File: src/rtl/exe_alu_arbiter_if.sv
// exe_alu_arbiter_if: requester, ALU and response bundle of the shared ALU arbiter.
// slave = arbiter side; master = two requesters plus the combinational ALU.
interface exe_alu_arbiter_if #(
  parameter int XLEN  = 64,
  parameter int ALU_W = 12,
  parameter int BJ_W  = 8,
  parameter int TAG_W = 4
);
  logic [1:0]         req_valid;
  logic [1:0]         req_ready;
  logic [2*XLEN-1:0]  req_op1;
  logic [2*XLEN-1:0]  req_op2;
  logic [2*ALU_W-1:0] req_alu;
  logic [1:0]         req_word;
  logic [2*TAG_W-1:0] req_tag;

  logic [XLEN-1:0]    alu_op1;
  logic [XLEN-1:0]    alu_op2;
  logic [ALU_W-1:0]   alu_info;
  logic               alu_is_word;
  logic [XLEN-1:0]    alu_result;
  logic [BJ_W-1:0]    alu_bj;

  logic [1:0]         rsp_valid;
  logic [1:0]         rsp_ready;
  logic [2*XLEN-1:0]  rsp_data;
  logic [2*BJ_W-1:0]  rsp_bj;
  logic [2*TAG_W-1:0] rsp_tag;

  modport slave (
    input  req_valid, req_op1, req_op2,
    input  req_alu, req_word, req_tag,
    output req_ready,
    output alu_op1, alu_op2,
    output alu_info, alu_is_word,
    input  alu_result, alu_bj,
    output rsp_valid, rsp_data,
    output rsp_bj, rsp_tag,
    input  rsp_ready
  );

  modport master (
    output req_valid, req_op1, req_op2,
    output req_alu, req_word, req_tag,
    input  req_ready,
    input  alu_op1, alu_op2,
    input  alu_info, alu_is_word,
    output alu_result, alu_bj,
    input  rsp_valid, rsp_data,
    input  rsp_bj, rsp_tag,
    output rsp_ready
  );
endinterface

File: src/rtl/exe_alu_arbiter.sv
// exe_alu_arbiter: round-robin share of the combinational EX ALU between
// port 0 (pipeline) and port 1 (aux unit), with issue reg and per-port rsp buffers.
// Ports: clk, rst (sync, active-low), flush (sync kill), bus (slave modport).
module exe_alu_arbiter #(
  parameter int XLEN  = 64,
  parameter int ALU_W = 12,
  parameter int BJ_W  = 8,
  parameter int TAG_W = 4
) (
  input logic              clk,
  input logic              rst,
  input logic              flush,
  exe_alu_arbiter_if.slave bus
);

  logic [1:0][XLEN-1:0]  req_op1_v;
  logic [1:0][XLEN-1:0]  req_op2_v;
  logic [1:0][ALU_W-1:0] req_alu_v;
  logic [1:0][TAG_W-1:0] req_tag_v;

  assign req_op1_v = bus.req_op1;
  assign req_op2_v = bus.req_op2;
  assign req_alu_v = bus.req_alu;
  assign req_tag_v = bus.req_tag;

  logic [1:0]       busy_q, busy_d;
  logic             rr_q, rr_d;

  logic             iss_valid_q, iss_valid_d;
  logic [XLEN-1:0]  iss_op1_q, iss_op1_d;
  logic [XLEN-1:0]  iss_op2_q, iss_op2_d;
  logic [ALU_W-1:0] iss_alu_q, iss_alu_d;
  logic             iss_word_q, iss_word_d;
  logic [TAG_W-1:0] iss_tag_q, iss_tag_d;
  logic             iss_src_q, iss_src_d;

  logic [1:0]             rsp_valid_q, rsp_valid_d;
  logic [1:0][XLEN-1:0]   rsp_data_q, rsp_data_d;
  logic [1:0][BJ_W-1:0]   rsp_bj_q, rsp_bj_d;
  logic [1:0][TAG_W-1:0]  rsp_tag_q, rsp_tag_d;

  logic [1:0] eligible;
  logic [1:0] grant;
  logic       gnt_port;
  logic [1:0] pop;

  // rst gating keeps req_ready low while reset is held
  assign eligible = bus.req_valid & ~busy_q
                  & {2{~flush & rst}};

  always_comb begin
    grant = 2'b00;
    unique case (eligible)
      2'b11:   grant = rr_q ? 2'b10 : 2'b01;
      2'b01:   grant = 2'b01;
      2'b10:   grant = 2'b10;
      default: grant = 2'b00;
    endcase
  end

  assign gnt_port      = grant[1];
  assign bus.req_ready = grant;
  assign pop           = rsp_valid_q & bus.rsp_ready;

  // idle issue slot presents a null op so the ALU outputs 0
  assign bus.alu_op1     = iss_valid_q ? iss_op1_q  : '0;
  assign bus.alu_op2     = iss_valid_q ? iss_op2_q  : '0;
  assign bus.alu_info    = iss_valid_q ? iss_alu_q  : '0;
  assign bus.alu_is_word = iss_valid_q ? iss_word_q : 1'b0;

  assign bus.rsp_valid = rsp_valid_q;
  assign bus.rsp_data  = rsp_data_q;
  assign bus.rsp_bj    = rsp_bj_q;
  assign bus.rsp_tag   = rsp_tag_q;

  always_comb begin
    busy_d      = busy_q;
    rr_d        = rr_q;
    iss_valid_d = 1'b0;
    iss_op1_d   = iss_op1_q;
    iss_op2_d   = iss_op2_q;
    iss_alu_d   = iss_alu_q;
    iss_word_d  = iss_word_q;
    iss_tag_d   = iss_tag_q;
    iss_src_d   = iss_src_q;
    rsp_valid_d = rsp_valid_q;
    rsp_data_d  = rsp_data_q;
    rsp_bj_d    = rsp_bj_q;
    rsp_tag_d   = rsp_tag_q;

    if (flush) begin
      // in-flight op is dropped; rr survives
      busy_d      = 2'b00;
      rsp_valid_d = 2'b00;
    end else begin
      rsp_valid_d = rsp_valid_q & ~pop;
      busy_d      = busy_q & ~pop;

      // busy guarantees the target buffer is empty,
      // so a landing result never meets a pop
      if (iss_valid_q) begin
        rsp_valid_d[iss_src_q] = 1'b1;
        rsp_data_d[iss_src_q]  = bus.alu_result;
        rsp_bj_d[iss_src_q]    = bus.alu_bj;
        rsp_tag_d[iss_src_q]   = iss_tag_q;
      end

      if (|grant) begin
        iss_valid_d = 1'b1;
        iss_op1_d   = req_op1_v[gnt_port];
        iss_op2_d   = req_op2_v[gnt_port];
        iss_alu_d   = req_alu_v[gnt_port];
        iss_word_d  = bus.req_word[gnt_port];
        iss_tag_d   = req_tag_v[gnt_port];
        iss_src_d   = gnt_port;
        busy_d      = busy_d | grant;
        rr_d        = ~gnt_port;
      end
    end
  end

  always_ff @(posedge clk) begin
    if (!rst) begin
      busy_q      <= '0;
      rr_q        <= 1'b0;
      iss_valid_q <= 1'b0;
      iss_op1_q   <= '0;
      iss_op2_q   <= '0;
      iss_alu_q   <= '0;
      iss_word_q  <= 1'b0;
      iss_tag_q   <= '0;
      iss_src_q   <= 1'b0;
      rsp_valid_q <= '0;
      rsp_data_q  <= '0;
      rsp_bj_q    <= '0;
      rsp_tag_q   <= '0;
    end else begin
      busy_q      <= busy_d;
      rr_q        <= rr_d;
      iss_valid_q <= iss_valid_d;
      iss_op1_q   <= iss_op1_d;
      iss_op2_q   <= iss_op2_d;
      iss_alu_q   <= iss_alu_d;
      iss_word_q  <= iss_word_d;
      iss_tag_q   <= iss_tag_d;
      iss_src_q   <= iss_src_d;
      rsp_valid_q <= rsp_valid_d;
      rsp_data_q  <= rsp_data_d;
      rsp_bj_q    <= rsp_bj_d;
      rsp_tag_q   <= rsp_tag_d;
    end
  end

endmodule

File: src/flat_wrapper.sv
// flat-port wrapper written by rule: the top's interface ports become plain ports
module exe_alu_arbiter_flat 
#(
  parameter int XLEN  = 64,
  parameter int ALU_W = 12,
  parameter int BJ_W  = 8,
  parameter int TAG_W = 4
)
  (clk, rst, flush, bus_req_valid, bus_req_op1, bus_req_op2, bus_req_alu, bus_req_word, bus_req_tag, bus_req_ready, bus_alu_op1, bus_alu_op2, bus_alu_info, bus_alu_is_word, bus_alu_result, bus_alu_bj, bus_rsp_valid, bus_rsp_data, bus_rsp_bj, bus_rsp_tag, bus_rsp_ready);
  exe_alu_arbiter_if #(.XLEN(XLEN), .ALU_W(ALU_W), .BJ_W(BJ_W), .TAG_W(TAG_W)) bus_i ();
  input logic clk;
  input logic rst;
  input logic flush;
  input wire logic [$bits(bus_i.req_valid)-1:0] bus_req_valid;
  input wire logic [$bits(bus_i.req_op1)-1:0] bus_req_op1;
  input wire logic [$bits(bus_i.req_op2)-1:0] bus_req_op2;
  input wire logic [$bits(bus_i.req_alu)-1:0] bus_req_alu;
  input wire logic [$bits(bus_i.req_word)-1:0] bus_req_word;
  input wire logic [$bits(bus_i.req_tag)-1:0] bus_req_tag;
  output wire logic [$bits(bus_i.req_ready)-1:0] bus_req_ready;
  output wire logic [$bits(bus_i.alu_op1)-1:0] bus_alu_op1;
  output wire logic [$bits(bus_i.alu_op2)-1:0] bus_alu_op2;
  output wire logic [$bits(bus_i.alu_info)-1:0] bus_alu_info;
  output wire logic [$bits(bus_i.alu_is_word)-1:0] bus_alu_is_word;
  input wire logic [$bits(bus_i.alu_result)-1:0] bus_alu_result;
  input wire logic [$bits(bus_i.alu_bj)-1:0] bus_alu_bj;
  output wire logic [$bits(bus_i.rsp_valid)-1:0] bus_rsp_valid;
  output wire logic [$bits(bus_i.rsp_data)-1:0] bus_rsp_data;
  output wire logic [$bits(bus_i.rsp_bj)-1:0] bus_rsp_bj;
  output wire logic [$bits(bus_i.rsp_tag)-1:0] bus_rsp_tag;
  input wire logic [$bits(bus_i.rsp_ready)-1:0] bus_rsp_ready;
  assign bus_i.req_valid = bus_req_valid;
  assign bus_i.req_op1 = bus_req_op1;
  assign bus_i.req_op2 = bus_req_op2;
  assign bus_i.req_alu = bus_req_alu;
  assign bus_i.req_word = bus_req_word;
  assign bus_i.req_tag = bus_req_tag;
  assign bus_req_ready = bus_i.req_ready;
  assign bus_alu_op1 = bus_i.alu_op1;
  assign bus_alu_op2 = bus_i.alu_op2;
  assign bus_alu_info = bus_i.alu_info;
  assign bus_alu_is_word = bus_i.alu_is_word;
  assign bus_i.alu_result = bus_alu_result;
  assign bus_i.alu_bj = bus_alu_bj;
  assign bus_rsp_valid = bus_i.rsp_valid;
  assign bus_rsp_data = bus_i.rsp_data;
  assign bus_rsp_bj = bus_i.rsp_bj;
  assign bus_rsp_tag = bus_i.rsp_tag;
  assign bus_i.rsp_ready = bus_rsp_ready;
  exe_alu_arbiter #(.XLEN(XLEN), .ALU_W(ALU_W), .BJ_W(BJ_W), .TAG_W(TAG_W)) u_core (.clk(clk), .rst(rst), .flush(flush), .bus(bus_i));
endmodule
File: config.mk
export PLATFORM = sky130hd
export DESIGN_NAME = exe_alu_arbiter_flat
export DESIGN_NICKNAME = d
export VERILOG_FILES = /design/src/rtl/exe_alu_arbiter_if.sv /design/src/rtl/exe_alu_arbiter.sv /design/src/flat_wrapper.sv
export SDC_FILE = /design/constraint.sdc
export NUM_CORES = 1
export LEC_CHECK = 0
export ABC_AREA = 1
export CORE_AREA = 2 2 261 263
export CTS_BUF_LIST = sky130_fd_sc_hd__clkbuf_4 sky130_fd_sc_hd__clkbuf_8
export DETAILED_ROUTE_END_ITERATION = 6
export DIE_AREA = 0 0 263 265
export PLACE_DENSITY = 0.52
export SETUP_SLACK_MARGIN = 0.1
export SKIP_CTS_REPAIR_TIMING = 1
export SLEW_MARGIN = 10
export SYNTH_ARGS = -nofsm -noshare
export SYNTH_HDL_FRONTEND = slang
export SYNTH_SLANG_ARGS = --single-unit
export TNS_END_PERCENT = 1
File: constraint.sdc
create_clock -name clk -period 2.3 [get_ports clk]
set_input_delay 0.46 -clock clk [delete_from_list [all_inputs] [get_ports clk]]
set_output_delay 0.46 -clock clk [all_outputs]
set_load 0.005 [all_outputs]
==> flow_metrics.tcl <==
set metrics [dict create \
    p_per_area_nw_per_um2 594 \
    grt_max_degree 183 \
    vias 16476 \
    criticalPathCategory "reg -> out" \
    cts_tree "yes" \
    fin_ws_ns -0.0839 \
    r2r-start "u_core.iss_valid_q" \
    slowest_delay_ns 0.46 \
    dpl.hpwl_um 46900 \
    final_cell_mix "nand3_1, clkdlybuf4s50_1, inv_1" \
    layout_min_cycle_time_ns 2.38 \
    violations "setup timing" \
    final_nets 3202 \
    syn_area_um2 14100 \
    cts_root_buffer "clkbuf_8" \
    drtAntennaViolNets 0 \
    core_area_um2 66800 \
    fmax_ghz 0.419 \
    maxCapViolCount 0 \
    critPathLaunchType "flop" \
    globalplace.congestion 0.814 \
    clock_path_buffers 3 \
    cp_data_required_time_ns 1.84 \
    synth-seq-cells 304 \
    setup_viol 14 \
    cts_buffers 58 \
    leakage_nw 12.0 \
    die_area_um2 69700 \
    min_from "rst" \
    yosysWarnings 0 \
    synth-xor-area-share_pct 0 \
    final_common_cell "nand3_1" \
    num_rows 95 \
    ios 666 \
    place_ws_ns -0.226 \
    max-slew-margin-rel_pct 34.8 \
    synthSimpleGateAreaFrac_pct 33.1 \
    hold_violations 0 \
    cp-end-kind "primary output" \
    hold_depth 5 \
    path_max_fanout 6 \
    worstRegToRegCells 8 \
    synth_top_family_by_area "simple AND/OR/NAND/NOR gates" \
    initial_core_util_pct 21.1 \
    via_per_inst 4.39 \
    outcome "complete, but fails checks" \
    synth_nets 2502 \
    tightest_slew_ns 0.978 \
    rsz0062_at_grt "true" \
    finalWirelength_um 67700 \
    synth_area_per_cell_um2 6.61 \
    synth_fa_ha_area_share_pct 0 \
    clock_sinks 304 \
    grt_usage_pct 18.0 \
    clock_latency_ns 0.67 \
    io_buffers 665 \
    die_h_um 265 \
    grt_overflow 0 \
    holdCritPathClass "in -> reg" \
    crit_top_cell "buf_6" \
    slew_violations 0 \
    grt_pass1_wl_um 97700 \
    worst_r2r_endpoint "u_core.bus.rsp_data[120]" \
    grt_pass1_vias 15719 \
    synthMuxAreaShare_pct 0 \
    crit_chain "buf_12, buf_6, clkbuf_16, buf_6, buf_6, nand2_2, inv_2, clkbuf_2" \
    dp_cells 3583 \
    clk_pin_slew_ns 0.07 \
    syn_to_final_growth_pct 71.4 \
    reg2reg_slack_ns 0.34 \
    syn-instance-count 2133 \
    routedWlPerCell_um 18.0 \
    ir_drop_uv 361 \
    die_width_um 263 \
    fin_worst_skew_ns 0.0468 \
    ys_seq_area_share_pct 43.2 \
    cts_max_level 2 \
    firstDrtPassIters 5 \
    post-route-period-util_pct 104 \
    cp_data_arrival_time_ns 1.92 \
    ys_types 18 \
    synth_compound_gate_area_share_pct 8.45 \
    layout-drive-gt1-share_pct 17.6 \
    holdPathEnd "u_core.iss_src_q" \
    antenna_found_initial 8 \
    drc 0 \
    cpMaxStageDelayCell "dfxtp_4" \
    fin_cells 3754 \
    drtIter0Drc 1043 \
]
-- synth_stat cells (all sizes together) --
| master | count | area, µm² |
|---|---|---|
| a21oi | 81 | 405 |
| buf | 87 | 423 |
| clkbuf | 86 | 323 |
| dfxtp | 304 | 6090 |
| inv | 375 | 1410 |
| nand2 | 303 | 1150 |
| nand3 | 575 | 2880 |
| nand3b | 1 | 7.51 |
| nor2 | 164 | 636 |
| o21ai | 157 | 786 |
-- worst max path at each step --
stage | slack [ns] | endpoint | from | cells after the start
after floorplan | 0.60 | bus_req_ready[0] | flush | 6
after global placement | -0.24 | bus_req_ready[1] | flush | 7
after detailed placement | -0.23 | bus_req_ready[1] | flush | 7
after CTS | -0.48 | bus_alu_info[3] | u_core.iss_valid_q | 5
after global routing | -0.20 | bus_alu_op1[30] | u_core.iss_valid_q | 8
final | -0.08 | bus_alu_op1[30] | u_core.iss_valid_q | 8
-- sequential cells by signal, indices dropped and copies added (netlist names), 2 cells and up --
register / cells
u_core.busy_q: 2
u_core.iss_op1_q: 64
u_core.bus.rsp_tag: 8
u_core.iss_op2_q: 64
u_core.iss_alu_q: 12
u_core.bus.rsp_bj: 16
u_core.iss_tag_q: 4
u_core.bus.rsp_valid: 2
u_core.bus.rsp_data: 128
-- layer usage --
metal	global-route usage [%]	share of wire (%)
met5	0	0.061
met4	4.29	1.6
met3	6.84	9.1
met2	30.4	47
met1	21.5	42
-- through the flow --
stage | utilization (%) | setup TNS, ns | hold slack, ns | power, mW | cell area, µm²
after CTS | 35.3 | -46.28 | 0.133 | 14.3 | 23600
after detailed placement | 33.3 | -2.88 | 0.437 | 8.02 | 22200
after global placement | 33.3 | -2.70 | 0.431 | 8.02 | 22200
final | 36.2 | -0.288 | 0.185 | 14.4 | 24200
after floorplan | - | 0 | 0.440 | 6.57 | 14100
after global routing | 36.2 | -6.69 | 0.194 | 15.0 | 24200
-- critical path: cells and delay by family (launching register included) --
kind,cells,cell delay [ns]
DFF,1,0.46
buffers and inverters,7,0.74
and+or+nand+nor,1,0.04
-- kinds of logic (layout without fill, tap and decap cells) --
kind of cell / Yosys count / count (layout)
simple gates: 1043 / 1043
buf+inv: 548 / 1290
flops: 304 / 304
compound gates: 238 / 238
other cells: 0 / 6
-- power by group --
part           internal, mW  leakage (nW)  switching [mW]  total [mW]
Sequential             5.51          2.47           0.143        5.66
Combinational          1.38          8.85            1.13        2.51
Clock                  3.63         0.706            2.57        6.19
Total                  10.5          12.0            3.85        14.4
-- final cells by class --
type | instances | area (µm²)
timing repair buffer | 813 | 8180
fill | 7163 | 42600
inverter | 375 | 1410
clock inverter | 12 | 194
multi-input combinational | 1281 | 6050
sequential | 304 | 6090
tap | 873 | 1090
antenna | 6 | 15.0
clock buffer | 90 | 1140
No activity file was read; power rests on OpenSTA's default activity.
